File: src/rtl/if_id_fifo.sv
`default_nettype none
// ============================================================================
// Module   : if_id_fifo
// Purpose  : In-order {PC, instruction} buffer between fetch and decode,
//            valid/ready on both sides, synchronous flush on redirect.
//            Optional macro FETCH_ADEL_EN adds per-entry fetch-address-error flag.
// Revision : 1.0 - initial release
// ============================================================================
module if_id_fifo #(
    parameter int          DEPTH     = 2,
    parameter int          PTR_W     = 1,
    parameter logic [31:0] NOP_INSTR = 32'h0
) (
    input  logic             Clk,
    input  logic             Reset,
    input  logic             F_Valid,
    output logic             F_Ready,
    input  logic [31:0]      F_PC,
    input  logic [31:0]      F_Instr,
    input  logic             Flush,
    output logic             D_Valid,
    input  logic             D_Ready,
    output logic [31:0]      D_PC,
    output logic [31:0]      D_PC_plus8,
    output logic [31:0]      D_Instr,
    output logic [PTR_W:0]   Count
`ifdef FETCH_ADEL_EN
    ,
    output logic             D_AdEL
`endif
);

    localparam logic [PTR_W:0] C_FULL = (PTR_W + 1)'(DEPTH);

    logic [PTR_W-1:0] wr_ptr_q, wr_ptr_d;
    logic [PTR_W-1:0] rd_ptr_q, rd_ptr_d;
    logic [PTR_W:0]   count_q,  count_d;
    logic [31:0]      pc_mem_q    [DEPTH];
    logic [31:0]      instr_mem_q [DEPTH];
    logic             w_push;
    logic             w_pop;

    assign F_Ready = (count_q != C_FULL) & Reset;
    assign D_Valid = (count_q != '0);
    assign w_push  = F_Valid & F_Ready;
    assign w_pop   = D_Valid & D_Ready;
    assign Count   = count_q;

    always_comb begin
        wr_ptr_d = wr_ptr_q;
        rd_ptr_d = rd_ptr_q;
        count_d  = count_q;
        if (Flush) begin
            wr_ptr_d = '0;
            rd_ptr_d = '0;
            count_d  = '0;
        end else begin
            if (w_push) begin
                wr_ptr_d = wr_ptr_q + PTR_W'(1);
            end
            if (w_pop) begin
                rd_ptr_d = rd_ptr_q + PTR_W'(1);
            end
            case ({w_push, w_pop})
                2'b10:   count_d = count_q + (PTR_W + 1)'(1);
                2'b01:   count_d = count_q - (PTR_W + 1)'(1);
                default: count_d = count_q;
            endcase
        end
    end

    always_ff @(posedge Clk or negedge Reset) begin
        if (!Reset) begin
            wr_ptr_q <= '0;
            rd_ptr_q <= '0;
            count_q  <= '0;
        end else begin
            wr_ptr_q <= wr_ptr_d;
            rd_ptr_q <= rd_ptr_d;
            count_q  <= count_d;
        end
    end

    // Payload storage is deliberately not reset; only the occupancy is.
    always_ff @(posedge Clk) begin
        if (w_push && !Flush) begin
            pc_mem_q[wr_ptr_q]    <= F_PC;
            instr_mem_q[wr_ptr_q] <= F_Instr;
        end
    end

`ifdef FETCH_ADEL_EN
    logic flag_mem_q [DEPTH];
    logic w_adel;

    assign w_adel = (F_PC[1:0] != 2'b00) | (F_PC < 32'h0000_3000) | (F_PC > 32'h0000_6FFC);

    always_ff @(posedge Clk) begin
        if (w_push && !Flush) begin
            flag_mem_q[wr_ptr_q] <= w_adel;
        end
    end
`endif

    always_comb begin
        D_PC    = '0;
        D_Instr = NOP_INSTR;
`ifdef FETCH_ADEL_EN
        D_AdEL  = 1'b0;
`endif
        if (D_Valid) begin
            D_PC    = pc_mem_q[rd_ptr_q];
            D_Instr = instr_mem_q[rd_ptr_q];
`ifdef FETCH_ADEL_EN
            // A faulting fetch must never reach decode as a real instruction.
            D_AdEL  = flag_mem_q[rd_ptr_q];
            if (flag_mem_q[rd_ptr_q]) begin
                D_Instr = NOP_INSTR;
            end
`endif
        end
    end

    assign D_PC_plus8 = D_PC + 32'd8;

endmodule
`default_nettype wire
File: config.mk
export PLATFORM = sky130hd
export DESIGN_NAME = if_id_fifo
export DESIGN_NICKNAME = d
export VERILOG_FILES = /design/src/rtl/if_id_fifo.sv
export SDC_FILE = /design/constraint.sdc
export NUM_CORES = 1
export LEC_CHECK = 0
export CORE_AREA = 2 2 133 135
export CTS_BUF_LIST = sky130_fd_sc_hd__clkbuf_2 sky130_fd_sc_hd__clkbuf_4 sky130_fd_sc_hd__clkbuf_8
export DETAILED_ROUTE_END_ITERATION = 10
export DIE_AREA = 0 0 135 137
export DONT_BUFFER_PORTS = 1
export GPL_ROUTABILITY_DRIVEN = 0
export HOLD_SLACK_MARGIN = 0.03
export SETUP_SLACK_MARGIN = 0.4
export SLEW_MARGIN = 20
export SYNTH_ARGS = -nofsm -noshare
export SYNTH_HDL_FRONTEND = slang
export SYNTH_SLANG_ARGS = --single-unit
File: constraint.sdc
create_clock -name Clk -period 5.3 [get_ports Clk]
set_input_delay 1.06 -clock Clk [delete_from_list [all_inputs] [get_ports Clk]]
set_output_delay 1.06 -clock Clk [all_outputs]
set_load 0.02 [all_outputs]
# == Yosys cells after proc, flatten, opt, wreduce, memory -nomap -nowiden ==
# Memories as Yosys holds them, arrays and structs flattened.
# Index checks and enable logic that the tools add are counted.
# totals
out_inout_bits,100
memories,2
ramBits,128
word_cells,32
in_bits,69
reg_bits,4
# op_classes
eq_ne,3
addsub,5
reduce_logical,6
bitwise_logic,3
mux,10
# mem_list
memory,depth,width,rd,rd_clocked_by_memory_dff,wr,line,text
instr_mem_q,2,32,1,0,1,39,logic [31:0] instr_mem_q [DEPTH];
pc_mem_q,2,32,1,0,1,38,logic [31:0] pc_mem_q [DEPTH];
# op_table
op,n
$mux W32,2
$add A32 B4 Y32 const B,1
$mux W1,6
$reduce_bool A2 Y1,3
$pmux W2 S2,1
$and A1 B1 Y1,3
$reduce_bool A3 Y1,1
$add A1 B1 Y1 const B,2
$add A2 B1 Y2 const B,1
$eq A2 B1 Y1 const B,1
$eq A2 B2 Y1 const B,1
$mux W2,1
$ne A2 B2 Y1 const B,1
$sub A2 B1 Y2 const B,1
$logic_and A1 B1 Y1,1
$logic_not A1 Y1,1

# == Depth between registers and ports, before layout ==
# logic_depth
ltp_word,6
depth_mapped,12
depth_no_buf,8

# == Worst setup path before layout ==
# Ideal clock, no wire load.
# synth_timing
path_kind,input to register
startpoint,input port Reset
endpoint,memory instr_mem_q[0][0] (enable)
setup_slack_ns,0.540
setup_ns,0.486
arrival_time_ns,4.274
t_required_ns,4.814
cell_stages,3
path_buffers,0
cell_sequence,nor2b_1 -> nand3b_1 -> nor2_1
# synth_via
elab_chain_cells,5
# synth_rtl
item,line,text
from (decl),15,"input logic Reset,"
$and A1 B1 Y1,43,assign F_Ready = (count_q != C_FULL) & Reset;
$and A1 B1 Y1,45,assign w_push = F_Valid & F_Ready;
$logic_and A1 B1 Y1,86,if (w_push && !Flush) begin
$mux W1,86,
$mux W1 (implied by the code),88,instr_mem_q[wr_ptr_q] <= F_Instr;
to (decl),39,
# No other way between the ends.

# == Worst setup path in the final report ==
# layout_timing
startpoint,register rd_ptr_q
endpoint,output port D_PC_plus8[30]
# layout_via
elab_chain_cells,3
# layout_rtl
item,line,text
from (decl),36,"logic [PTR_W-1:0] rd_ptr_q, rd_ptr_d;"
from (signal assigned),79,rd_ptr_q <= rd_ptr_d;
$mem_v2 Z2 W32,--,
$mux W32,111,if (D_Valid) begin
named net D_PC[14],23,"output logic [31:0] D_PC,"
$add A32 B4 Y32,124,assign D_PC_plus8 = D_PC + 32'd8;
to (decl),24,"output logic [31:0] D_PC_plus8,"
# The timed path passes the listed nets, and every way through them passes these cells.

==> impl_summary.md <==
Floorplanning
The area inside the core boundary is 0.01706 mm². In this run the count of I/O pins placed on the die edge is 169. The floorplan step set the die height to between 100 and 150 µm. The width of the chip is 135 µm. The die covers 0.01850 mm². The cell row count is 48.

The initial utilization of the core area, before any placement, comes to 0.3465.

Logic synthesis
The synthesized netlist occupies a cell area of ~0.0059 mm². The leading area contributor after synthesis is sky130_fd_sc_hd__edfxtp_1. The share of synthesized flip-flops with an asynchronous set or reset is 0.03030. The number of synthesized flops with an enable pin is ~130. After synthesis, the mean cell area works out to 14.59 µm². In the synthesized netlist, the cells that appear most often are sky130_fd_sc_hd__edfxtp_1 (128), sky130_fd_sc_hd__nor2_1 (67), sky130_fd_sc_hd__mux2i_1 (62), sky130_fd_sc_hd__xor2_1 (19), sky130_fd_sc_hd__nand2_1 (13). In the post-synthesis netlist, the biggest area contributors are sky130_fd_sc_hd__edfxtp_1 (65%), sky130_fd_sc_hd__mux2i_1 (11%), sky130_fd_sc_hd__nor2_1 (4.3%), sky130_fd_sc_hd__xor2_1 (2.8%), sky130_fd_sc_hd__dfrtp_1 (1.7%). The net count after synthesis is 475. The commonest register cell after synthesis is sky130_fd_sc_hd__edfxtp_1. After synthesis the netlist holds a flip-flop and latch count of roughly 130.

The leading cell type by number of instances after synthesis is sky130_fd_sc_hd__edfxtp_1. For this run, the number of Yosys warnings is 0. Of the post-synthesis cell area, the dominant cell type holds 0.6504. The share of the Yosys chip area taken by registers is 0.6674. The number of distinct standard cells referenced by the synthesized netlist is slightly above 40. Synthesis handed over a netlist of slightly above 400 instances.

Worst setup path
For the worst flop-to-flop path, the logic depth is 5. The maximum fanout count along the critical path is 49. The endpoint arrival time on the critical path is 3570 ps. Setup slack on the worst reg-to-reg path comes out at 2200 ps.

The most critical setup path has its startpoint at rd_ptr_q. The endpoint of the worst register-to-register path is pc_mem_q[0][16]. The critical path ends at D_PC_plus8[30]. The data required time of the worst path is 4240 ps. The worst setup path is captured at an output port. The worst register-to-register path begins at Count[1]. The critical path start-end classification is reg2out. STA classifies the critical path startpoint as a flip-flop.

Final layout
The area growth from synthesis to layout is 10.95%. After filler insertion, the fill cell instance count of the layout stands at about 1600. The repair_antennas step left the layout with diodes totalling 0. In the final layout, the share of cells above drive strength 1 is 0.1493.

The number of nets at the end of the flow is 480.

Timing
The slew of the pin with the lowest slew margin is 841.7 ps. The final count of hold timing violations is 0. The max-slew violation total from the final report is 0.

The relative slew slack is 0.4375. Setup repair after global routing left no endpoint under its margin. The peak clock frequency supported by timing is between 200 and 250 MHz.

Hold is met by 312.8 ps. The clock period could shrink to between 4000 and 5000 ps. Setup total negative slack on the finished layout was measured at 0 ps. The final number of setup-violating endpoints is 0. Across the routed clock network, the largest skew measured is approximately 10 ps. In the finished design, the share of the clock period the worst path needs comes to 0.8739.

Clocking
The CTS tree is built. The number of clock sinks is 132. The H-tree generated during clock tree synthesis spans 4 levels. The clock-pin slew reported for the worst setup and hold paths after clock tree synthesis is approximately 70 ps. The post-CTS setup-driven buffer insertion count is 0. The latest clock arrival within the worst-skew pair is 430 ps. The deepest clock path buffer count is 2. Once the clock tree was built, the resizer swapped 0 gates to a different size. The clock tree root buffer cell is sky130_fd_sc_hd__clkbuf_8. In this run, CTS created clock tree buffers numbering 17.

Buffers inserted to repair hold after CTS numbered 0.

GRT
The global-route wire length before repair is between 15000 and 20000 µm. The number of global-route vias before repair is 3384. The remaining global-route overflow is 0. The number of antenna violations at the first check in global routing is 0. For this run, the total global-route usage over all layers was measured as 0.1423. Entering global routing, the biggest net connects 66 pins.

Drt
The count of nets left with antenna violations once routing finished came out at 0. The highest layer touched by signal routing is met4. Dividing the detail-routed via count by the number of cells gives 5.022. For this block, the initial DRC count from the detailed router was 99. After detailed routing, the wire length on met1 is 4841 µm. The total number of vias is 3249. The total length of routed met3 wires is 1636 µm. The amount of wire on met2 after detailed routing is 6263 µm. The post-detailed-routing wire length is roughly 13000 µm. The DRC violation count after routing is 0. The routed length per instance is 20.18 µm. The pre-antenna-repair detailed-routing pass consisted of 4 iterations.

Flow run
Across the run, the number of max-cap violations was 0.

Power and ir drop
The cell leakage power is 2.055 nW. The maximum resistive drop on vdd is 0.2391 mV. The power density over cell area is 341.9 mW/mm².

Place
The HPWL after detailed placement is 9494 µm. The count of input and output buffers is 0.

Min path
The path class of the lowest-slack min-delay path is in2async.

Outcome
The run finished with clean final reports.
critical path: stages, from the launching register on:
cell	delay [ps]
sky130_fd_sc_hd__dfrtp_4	560
sky130_fd_sc_hd__buf_4	610
sky130_fd_sc_hd__mux2i_1	220
sky130_fd_sc_hd__nor2_1	580
sky130_fd_sc_hd__nand2_2	300
sky130_fd_sc_hd__nor4_1	540
sky130_fd_sc_hd__xnor2_1	310
worst min-delay path by stage:
stage | to | slack (ps)
global placement | wr_ptr_q | 600
floorplan | wr_ptr_q | 540
CTS | Count[0] | 280
detailed placement | wr_ptr_q | 650
finish | Count[0] | 310
global route | Count[0] | 280
registers in the layout, indices dropped and copies added (netlist names):
| name | count |
|---|---|
| instr_mem_q | 64 |
| pc_mem_q | 64 |
| Count | 2 |
| rd_ptr_q | 1 |
| wr_ptr_q | 1 |
power breakdown:
group / internal (mW) / total (mW) / switching (mW)
combinational: 0.0357 / 0.149 / 0.113
clock: 0.516 / 0.914 / 0.398
sequential: 1.17 / 1.18 / 0.00980
cells by family (layout without fill, tap and decap cells):
| family | after synthesis | count (layout) | synth area share |
|---|---|---|---|
| AND/OR/NAND/NOR | 136 | 136 | 0.1279 |
| flip-flops | 132 | 132 | 0.6674 |
| multiplexers | 63 | 63 | 0.1069 |
| buffers and inverters | 29 | 46 | 0.02901 |
| XOR/XNOR | 28 | 28 | 0.04150 |
| AO/OA/AOI/OAI | 16 | 16 | 0.02520 |
| adder cells (fa/ha/maj) | 1 | 1 | 0.002117 |
cell usage in the layout, fill, tap and decap left out, drive strengths merged, types with 9 or more instances in the layout:
| cell type | count |
|---|---|
| nor2 | 69 |
| xor2 | 19 |
| nand2 | 14 |
| xnor2 | 9 |
| inv | 13 |
| nand3b | 10 |
| edfxtp | 128 |
| mux2i | 62 |
| clkbuf | 17 |
| nand3 | 11 |
| nor3 | 9 |
routing by layer:
metal | GRT usage | vias to the layer above
met5 | 0 | -
met4 | 0.06134 | 0
met3 | 0.07963 | 21
met2 | 0.2403 | 160
met1 | 0.1455 | 1574
li1 | - | 1494
layout make-up:
type                    count  area (µm²)  share of cell area
well taps                 225       281.5             0.04294
inverters                   9       33.78            0.005153
clock buffers              17       234.0             0.03569
repair buffers              6       45.04            0.006870
multi-input cells         244        1814              0.2767
clock inverters            14       200.2             0.03053
flip-flops and latches    132        3948              0.6021
stage by stage:
stage,setup WS [ps],util,area [µm²],instances,total power [mW]
6_report,668.4,0.3844,6556,647,2.242
5_1_grt,465.4,0.3844,6556,647,2.314
4_1_cts,614.9,0.3844,6556,647,2.267
3_5_place_dp,1105,0.3589,6122,616,1.354
3_3_place_gp,1153,0.3589,6122,616,1.351
2_1_floorplan,540.0,-,5909,405,1.330
Note: power is estimated with default switching activity, not from simulation.
